==> config.mk <==
export PLATFORM = sky130hd
export DESIGN_NAME = uart_rx
export DESIGN_NICKNAME = d
export VERILOG_FILES = /design/src/rtl/uart_rx.sv
export SDC_FILE = /design/constraint.sdc
export NUM_CORES = 1
export LEC_CHECK = 0
export ABC_AREA = 0
export BUFFER_PORTS_ARGS = -buffer_cell sky130_fd_sc_hd__buf_2
export CORE_MARGIN = 2
export CORE_UTILIZATION = 35
export CTS_CLUSTER_DIAMETER = 120
export DETAILED_ROUTE_END_ITERATION = 8
export GPL_ROUTABILITY_DRIVEN = 1
export PLACE_DENSITY_LB_ADDON = 0.1
export SLEW_MARGIN = 25
export SYNTH_ARGS = -nofsm -noshare
export SYNTH_HDL_FRONTEND = slang
export SYNTH_SLANG_ARGS = --single-unit
==> constraint.sdc <==
create_clock -name Clk -period 2.65 [get_ports Clk]
set_input_delay 0.265 -clock Clk [delete_from_list [all_inputs] [get_ports Clk]]
set_output_delay 0.265 -clock Clk [all_outputs]
set_load 0.02 [all_outputs]
==> src/rtl/uart_rx.sv <==
// UART receiver: 2-flop synchronized Rx, mid-bit sampling, 8 data bits LSB first, 1 stop bit.
// Optional even-parity bit enabled by defining UART_RX_PARITY_EN (default build is 8N1).
module uart_rx #(
    parameter int CLKS_PER_BIT = 694
) (
    input  logic       Clk,
    input  logic       Reset,
    input  logic       Rx,
    output logic [7:0] DataOut,
    output logic       DataValid,
    output logic       FrameErr,
    output logic       ParityErr,
    output logic       Busy
);

    localparam logic [9:0] HALF_RELOAD = 10'(CLKS_PER_BIT / 2 - 1);
    localparam logic [9:0] FULL_RELOAD = 10'(CLKS_PER_BIT - 1);

`ifdef UART_RX_PARITY_EN
    typedef enum logic [2:0] {
        ST_IDLE   = 3'd0,
        ST_START  = 3'd1,
        ST_DATA   = 3'd2,
        ST_PARITY = 3'd3,
        ST_STOP   = 3'd4,
        ST_BREAK  = 3'd5
    } state_t;

    function automatic logic even_parity(input logic [7:0] d);
        return ^d;
    endfunction
`else
    typedef enum logic [2:0] {
        ST_IDLE  = 3'd0,
        ST_START = 3'd1,
        ST_DATA  = 3'd2,
        ST_STOP  = 3'd4,
        ST_BREAK = 3'd5
    } state_t;
`endif

    state_t     r_state;
    state_t     w_state_nxt;
    logic       r_sync1;
    logic       r_rxs;
    logic       r_rxs_prev;
    logic [9:0] r_cnt;
    logic [9:0] w_cnt_nxt;
    logic [2:0] r_bitcnt;
    logic [2:0] w_bitcnt_nxt;
    logic [7:0] r_shift;
    logic [7:0] w_shift_nxt;
    logic [7:0] r_data;
    logic [7:0] w_data_nxt;
    logic       r_valid;
    logic       w_valid_nxt;
    logic       r_ferr;
    logic       w_ferr_nxt;
    logic       r_busy;
    logic       w_tick;
`ifdef UART_RX_PARITY_EN
    logic       r_perr;
    logic       w_perr_nxt;
    logic       r_par_bad;
    logic       w_par_bad_nxt;
`endif

    assign w_tick = (r_cnt == 10'd0);

    // Synchronizer, edge-detect history and all FSM-owned registers.
    always_ff @(posedge Clk) begin
        if (Reset) begin
            r_sync1    <= 1'b1;
            r_rxs      <= 1'b1;
            r_rxs_prev <= 1'b1;
            r_state    <= ST_IDLE;
            r_cnt      <= 10'd0;
            r_bitcnt   <= 3'd0;
            r_shift    <= 8'h00;
            r_data     <= 8'h00;
            r_valid    <= 1'b0;
            r_ferr     <= 1'b0;
            r_busy     <= 1'b0;
`ifdef UART_RX_PARITY_EN
            r_perr     <= 1'b0;
            r_par_bad  <= 1'b0;
`endif
        end else begin
            r_sync1    <= Rx;
            r_rxs      <= r_sync1;
            r_rxs_prev <= r_rxs;
            r_state    <= w_state_nxt;
            r_cnt      <= w_cnt_nxt;
            r_bitcnt   <= w_bitcnt_nxt;
            r_shift    <= w_shift_nxt;
            r_data     <= w_data_nxt;
            r_valid    <= w_valid_nxt;
            r_ferr     <= w_ferr_nxt;
            r_busy     <= (w_state_nxt != ST_IDLE);
`ifdef UART_RX_PARITY_EN
            r_perr     <= w_perr_nxt;
            r_par_bad  <= w_par_bad_nxt;
`endif
        end
    end

    // Next-state, counter reload and output pulse decisions.
    always_comb begin
        w_state_nxt  = r_state;
        w_cnt_nxt    = r_cnt;
        w_bitcnt_nxt = r_bitcnt;
        w_shift_nxt  = r_shift;
        w_data_nxt   = r_data;
        w_valid_nxt  = 1'b0;
        w_ferr_nxt   = 1'b0;
`ifdef UART_RX_PARITY_EN
        w_perr_nxt    = 1'b0;
        w_par_bad_nxt = r_par_bad;
`endif
        case (r_state)
            ST_IDLE: begin
                if (r_rxs_prev && !r_rxs) begin
                    w_cnt_nxt    = HALF_RELOAD;
                    w_bitcnt_nxt = 3'd0;
                    w_state_nxt  = ST_START;
                end else begin
                    w_cnt_nxt    = 10'd0;
                end
            end
            ST_START: begin
                if (w_tick) begin
                    if (!r_rxs) begin
                        w_cnt_nxt   = FULL_RELOAD;
                        w_state_nxt = ST_DATA;
                    end else begin
                        w_state_nxt = ST_IDLE;
                    end
                end else begin
                    w_cnt_nxt = r_cnt - 10'd1;
                end
            end
            ST_DATA: begin
                if (w_tick) begin
                    w_shift_nxt  = {r_rxs, r_shift[7:1]};
                    w_cnt_nxt    = FULL_RELOAD;
                    w_bitcnt_nxt = r_bitcnt + 3'd1;
                    if (r_bitcnt == 3'd7) begin
`ifdef UART_RX_PARITY_EN
                        w_state_nxt = ST_PARITY;
`else
                        w_state_nxt = ST_STOP;
`endif
                    end else begin
                        w_state_nxt = ST_DATA;
                    end
                end else begin
                    w_cnt_nxt = r_cnt - 10'd1;
                end
            end
`ifdef UART_RX_PARITY_EN
            ST_PARITY: begin
                if (w_tick) begin
                    w_par_bad_nxt = r_rxs ^ even_parity(r_shift);
                    w_cnt_nxt     = FULL_RELOAD;
                    w_state_nxt   = ST_STOP;
                end else begin
                    w_cnt_nxt = r_cnt - 10'd1;
                end
            end
`endif
            ST_STOP: begin
                if (w_tick) begin
                    if (r_rxs) begin
                        // Leaving at mid-stop-bit lets a back-to-back start bit be seen.
`ifdef UART_RX_PARITY_EN
                        if (r_par_bad) begin
                            w_perr_nxt = 1'b1;
                        end else begin
                            w_data_nxt  = r_shift;
                            w_valid_nxt = 1'b1;
                        end
`else
                        w_data_nxt  = r_shift;
                        w_valid_nxt = 1'b1;
`endif
                        w_state_nxt = ST_IDLE;
                    end else begin
                        w_ferr_nxt  = 1'b1;
                        w_state_nxt = ST_BREAK;
                    end
                end else begin
                    w_cnt_nxt = r_cnt - 10'd1;
                end
            end
            ST_BREAK: begin
                w_cnt_nxt = 10'd0;
                if (r_rxs) begin
                    w_state_nxt = ST_IDLE;
                end else begin
                    w_state_nxt = ST_BREAK;
                end
            end
            default: begin
                w_state_nxt = ST_IDLE;
                w_cnt_nxt   = 10'd0;
            end
        endcase
    end

    assign DataOut   = r_data;
    assign DataValid = r_valid;
    assign FrameErr  = r_ferr;
    assign Busy      = r_busy;
`ifdef UART_RX_PARITY_EN
    assign ParityErr = r_perr;
`else
    assign ParityErr = 1'b0;
`endif

endmodule

==> impl_metrics.env <==
export IMPL_fmax_mhz=417
export IMPL_min_period_over_period_pct=90.4
export IMPL_grt_use_met3_pct=3.75
export IMPL_grt_pass1_wl_um=6800
export IMPL_dieArea_mm2=0.00566
export IMPL_seq_area_frac_synth_pct=42.8
export IMPL_fp_row_count=25
export IMPL_slowest_stage="or4b_1"
export IMPL_cp_max_fo=10
export IMPL_finalCoreUtilization_pct=42.4
export IMPL_hpwl_um=2840
export IMPL_synth_cell_types=46
export IMPL_setup_viol=0
export IMPL_fin_hold_ws_ns=0.161
export IMPL_hp_class="input pin to flop"
export IMPL_vdd_ir_drop_max_mv=0.346
export IMPL_final_hold_viol_count=0
export IMPL_antenna_found_initial=0
export IMPL_yosys_register_bits=38
export IMPL_grt_pass1_vias=1424
export IMPL_drt_first_pass_iters=4
export IMPL_cts_tree="done"
export IMPL_grt_busiest_layer="met2"
export IMPL_fp_dieH_um=75.3
export IMPL_path_clk_slew_ns=0.08
export IMPL_num_vias=1519
export IMPL_r2r_start="r_cnt[0]"
export IMPL_fillers=486
export IMPL_netlist_area_leader_share_pct=42.8
export IMPL_gp_routability_congestion=0.840
export IMPL_layout_nets=221
export IMPL_yosysWarningCount=0
export IMPL_crit_start="r_cnt[0]"
export IMPL_slowest_delay_ns=0.67
export IMPL_cts_root_buffer="clkbuf_8"
export IMPL_critical_path_class="flop to flop"
export IMPL_grt_max_degree=30
export IMPL_cts_sinks=38
export IMPL_synth_top_cells_by_area="dfxtp_1 (43%), nand2_1 (4.9%), a21oi_1 (4.5%)"
export IMPL_start_util_pct=36.9
export IMPL_slew_violations=0
export IMPL_swShare_pct=34.3
export IMPL_synth_top_area_cell="dfxtp_1"
export IMPL_r2r_slack_ns=0.25
export IMPL_clock_path_buffers=2
export IMPL_n_antenna_cell=0
export IMPL_grt_use_met1_pct=21.9
export IMPL_viasPerCell=5.37
export IMPL_clk_latency_ns=0.29
export IMPL_power_frac_seq_pct=36.7
export IMPL_synth_async_reset_ratio_pct=0
export IMPL_coreArea_mm2=0.00482
export IMPL_run_status="complete, no violations"
export IMPL_die_x_um=75.3
export IMPL_htreeDepth=2
export IMPL_required_ns=2.84
export IMPL_synthToLayoutAreaGrowth_pct=15.1
export IMPL_rsz0062_at_grt="false"
export IMPL_worstPathArrival_ns=2.58
export IMPL_fin_skew_ns=0.00273
export IMPL_layout_drive_gt1_share_pct=16.2
export IMPL_netSwitchingPower_w=0.000666
export IMPL_grt_use_total_pct=15.9
export IMPL_worstSetupStartpointType="flop"
export IMPL_p_comb_share_pct=31.8
export IMPL_finalCriticalPeriod_ns=2.40
export IMPL_pin_count=15
export IMPL_drt_iter0_markers=100
export IMPL_final_setup_tns_ns=0
export IMPL_synth_flop_cell="dfxtp_1"
export IMPL_clockPowerShare_pct=31.5
export IMPL_crit_chain="inv_1, ha_1, or4b_1, o32ai_1, a22oi_1, o21a_1"
export IMPL_wirelength_um=4040
export IMPL_endpoint_kind="flop"
export IMPL_port_buffers=13
export IMPL_intPower_w=0.00127
export IMPL_drc=0
export IMPL_grt_util_met2_pct=24.0
export IMPL_wl_per_cell_um=14.3
export IMPL_maxCapViolations=0
export IMPL_post_cts_buffers=0
export IMPL_holdCritStartpoint="Rx"
export IMPL_place_worst_setup_slack_ns=0.242
export IMPL_layout_setup_ws_ns=0.253
export IMPL_max_slew_margin_pct=48.8
export IMPL_cts_hold_buf=0
export IMPL_worst_pin_slew_ns=0.761
export IMPL_syn_area_mm2=0.00178
export IMPL_numCtsBuffers=5
export IMPL_p_leak_nw=0.810
export IMPL_grt_ovfl_total=0
export IMPL_power_density_mw_per_mm2=950
export IMPL_syn_mean_instance_area_um2=8.71
export IMPL_synth_edf_count=0
export IMPL_critPathBufInv=1
export IMPL_synth_cells=204
export IMPL_syn_num_nets=210
export IMPL_ant_nets=0
export IMPL_worst_path_dominant_cell_family="compound AO/OA/AOI/OAI gates"
[synthesized netlist by cell type, drive strengths merged (3+ instances only)]
| library cell | number |
|---|---|
| clkbuf | 11 |
| a21boi | 3 |
| a21oi | 16 |
| o21ai | 4 |
| or4 | 3 |
| nand3 | 6 |
| a22oi | 3 |
| a31oi | 3 |
| nor4 | 4 |
| o31ai | 6 |
| ha | 3 |
| nand4 | 3 |
| or2 | 3 |
| dfxtp | 38 |
| nand2b | 5 |
| nor2 | 11 |
| nand2 | 23 |
| or3 | 5 |
| mux2i | 8 |
| o21a | 4 |
| inv | 8 |
| a21o | 4 |
| nor3 | 5 |
[path summary, 6_finish.rpt]
check	to	cells after the start
min reg2reg	r_rxs	1
max	r_cnt[8]	6
min	r_sync1	2
max reg2reg	r_cnt[8]	6
[worst reg2reg max path, cell delays in order (launching register included)]
cell	delay, ns
dfxtp_1	0.34
inv_1	0.07
ha_1	0.21
or4b_1	0.67
o32ai_1	0.64
a22oi_1	0.18
o21a_1	0.20
[repair_timing]
item / 4_1_cts / 5_1_grt
endpoints found under the hold margin: 0 / 0
gates resized for setup: 0 / 1
setup endpoints to repair: 0 / 1
[layout by cell type, fill, tap and decap left out, types with 3 or more instances in the layout]
master / n
a21boi_0: 3
a21o_1: 4
a21oi_1: 16
a22oi_1: 3
a31oi_1: 3
buf_2: 13
buf_4: 4
clkbuf_8: 6
dfxtp_1: 38
ha_1: 3
inv_1: 8
mux2i_1: 8
nand2_1: 23
nand2b_1: 5
nand3_1: 6
nand4_1: 3
nor2_1: 11
nor3_1: 4
nor4_1: 3
o21a_1: 4
o21ai_0: 4
o31ai_1: 6
or2_2: 3
or3_1: 4
[final cells by class]
cell class                      count  area [um^2]  area share, %
Timing Repair Buffer               17         95.1           4.65
Multi-Input combinational cell    145          932           45.6
Tap cell                           67         83.8           4.10
Inverter                            8         30.0           1.47
Sequential cell                    38          761           37.2
Clock buffer                        6         82.6           4.04
Clock inverter                      2         60.1           2.94
[state kept, by name (all words and copies together) (netlist names)]
register / flops
r_cnt: 10
DataOut: 8
r_shift: 8
r_bitcnt: 3
r_state: 3
Busy: 1
DataValid: 1
FrameErr: 1
r_rxs: 1
r_rxs_prev: 1
r_sync1: 1
[metal layers]
metal | vias to the layer above | routed length (um) | share of wire [%]
met4 | 0 | 94 | 2.3
li1 | 748 | - | -
met5 | - | 0 | 0
met2 | 43 | 1870 | 46
met1 | 718 | 1900 | 47
met3 | 10 | 176 | 4.4
[kinds of logic (layout without fill, tap and decap cells)]
logic type / count (synthesis) / count (layout) / share of synthesized area, %
and+or+nand+nor: 82 / 82 / 26.3
AOI/OAI and AO/OA: 49 / 49 / 18.0
DFF: 38 / 38 / 42.8
buffers and inverters: 21 / 33 / 5.07
muxes: 8 / 8 / 4.51
adders and majority gates: 3 / 3 / 2.11
xor gates and xnor gates: 2 / 2 / 0.986
other: 1 / 1 / 0.211
[through the flow]
stage,cell area [um^2],std cells,total power [W]
detailed placement,1900,275,0.00132
global route,2040,283,0.00206
floorplan,1780,204,0.00118
finish,2040,283,0.00194
global placement,1900,275,0.00130
CTS,2040,283,0.00194
[power groups by stage]
stage / logic, W / registers, W / clock network (W)
after detailed placement: 0.000597 / 0.000723 / 0
after CTS: 0.000604 / 0.000709 / 0.000624
after floorplan: 0.000495 / 0.000688 / 0
after global routing: 0.000689 / 0.000726 / 0.000646
after global placement: 0.000580 / 0.000719 / 0
final: 0.000617 / 0.000712 / 0.000612
Note: power is estimated with default switching activity, not from simulation.
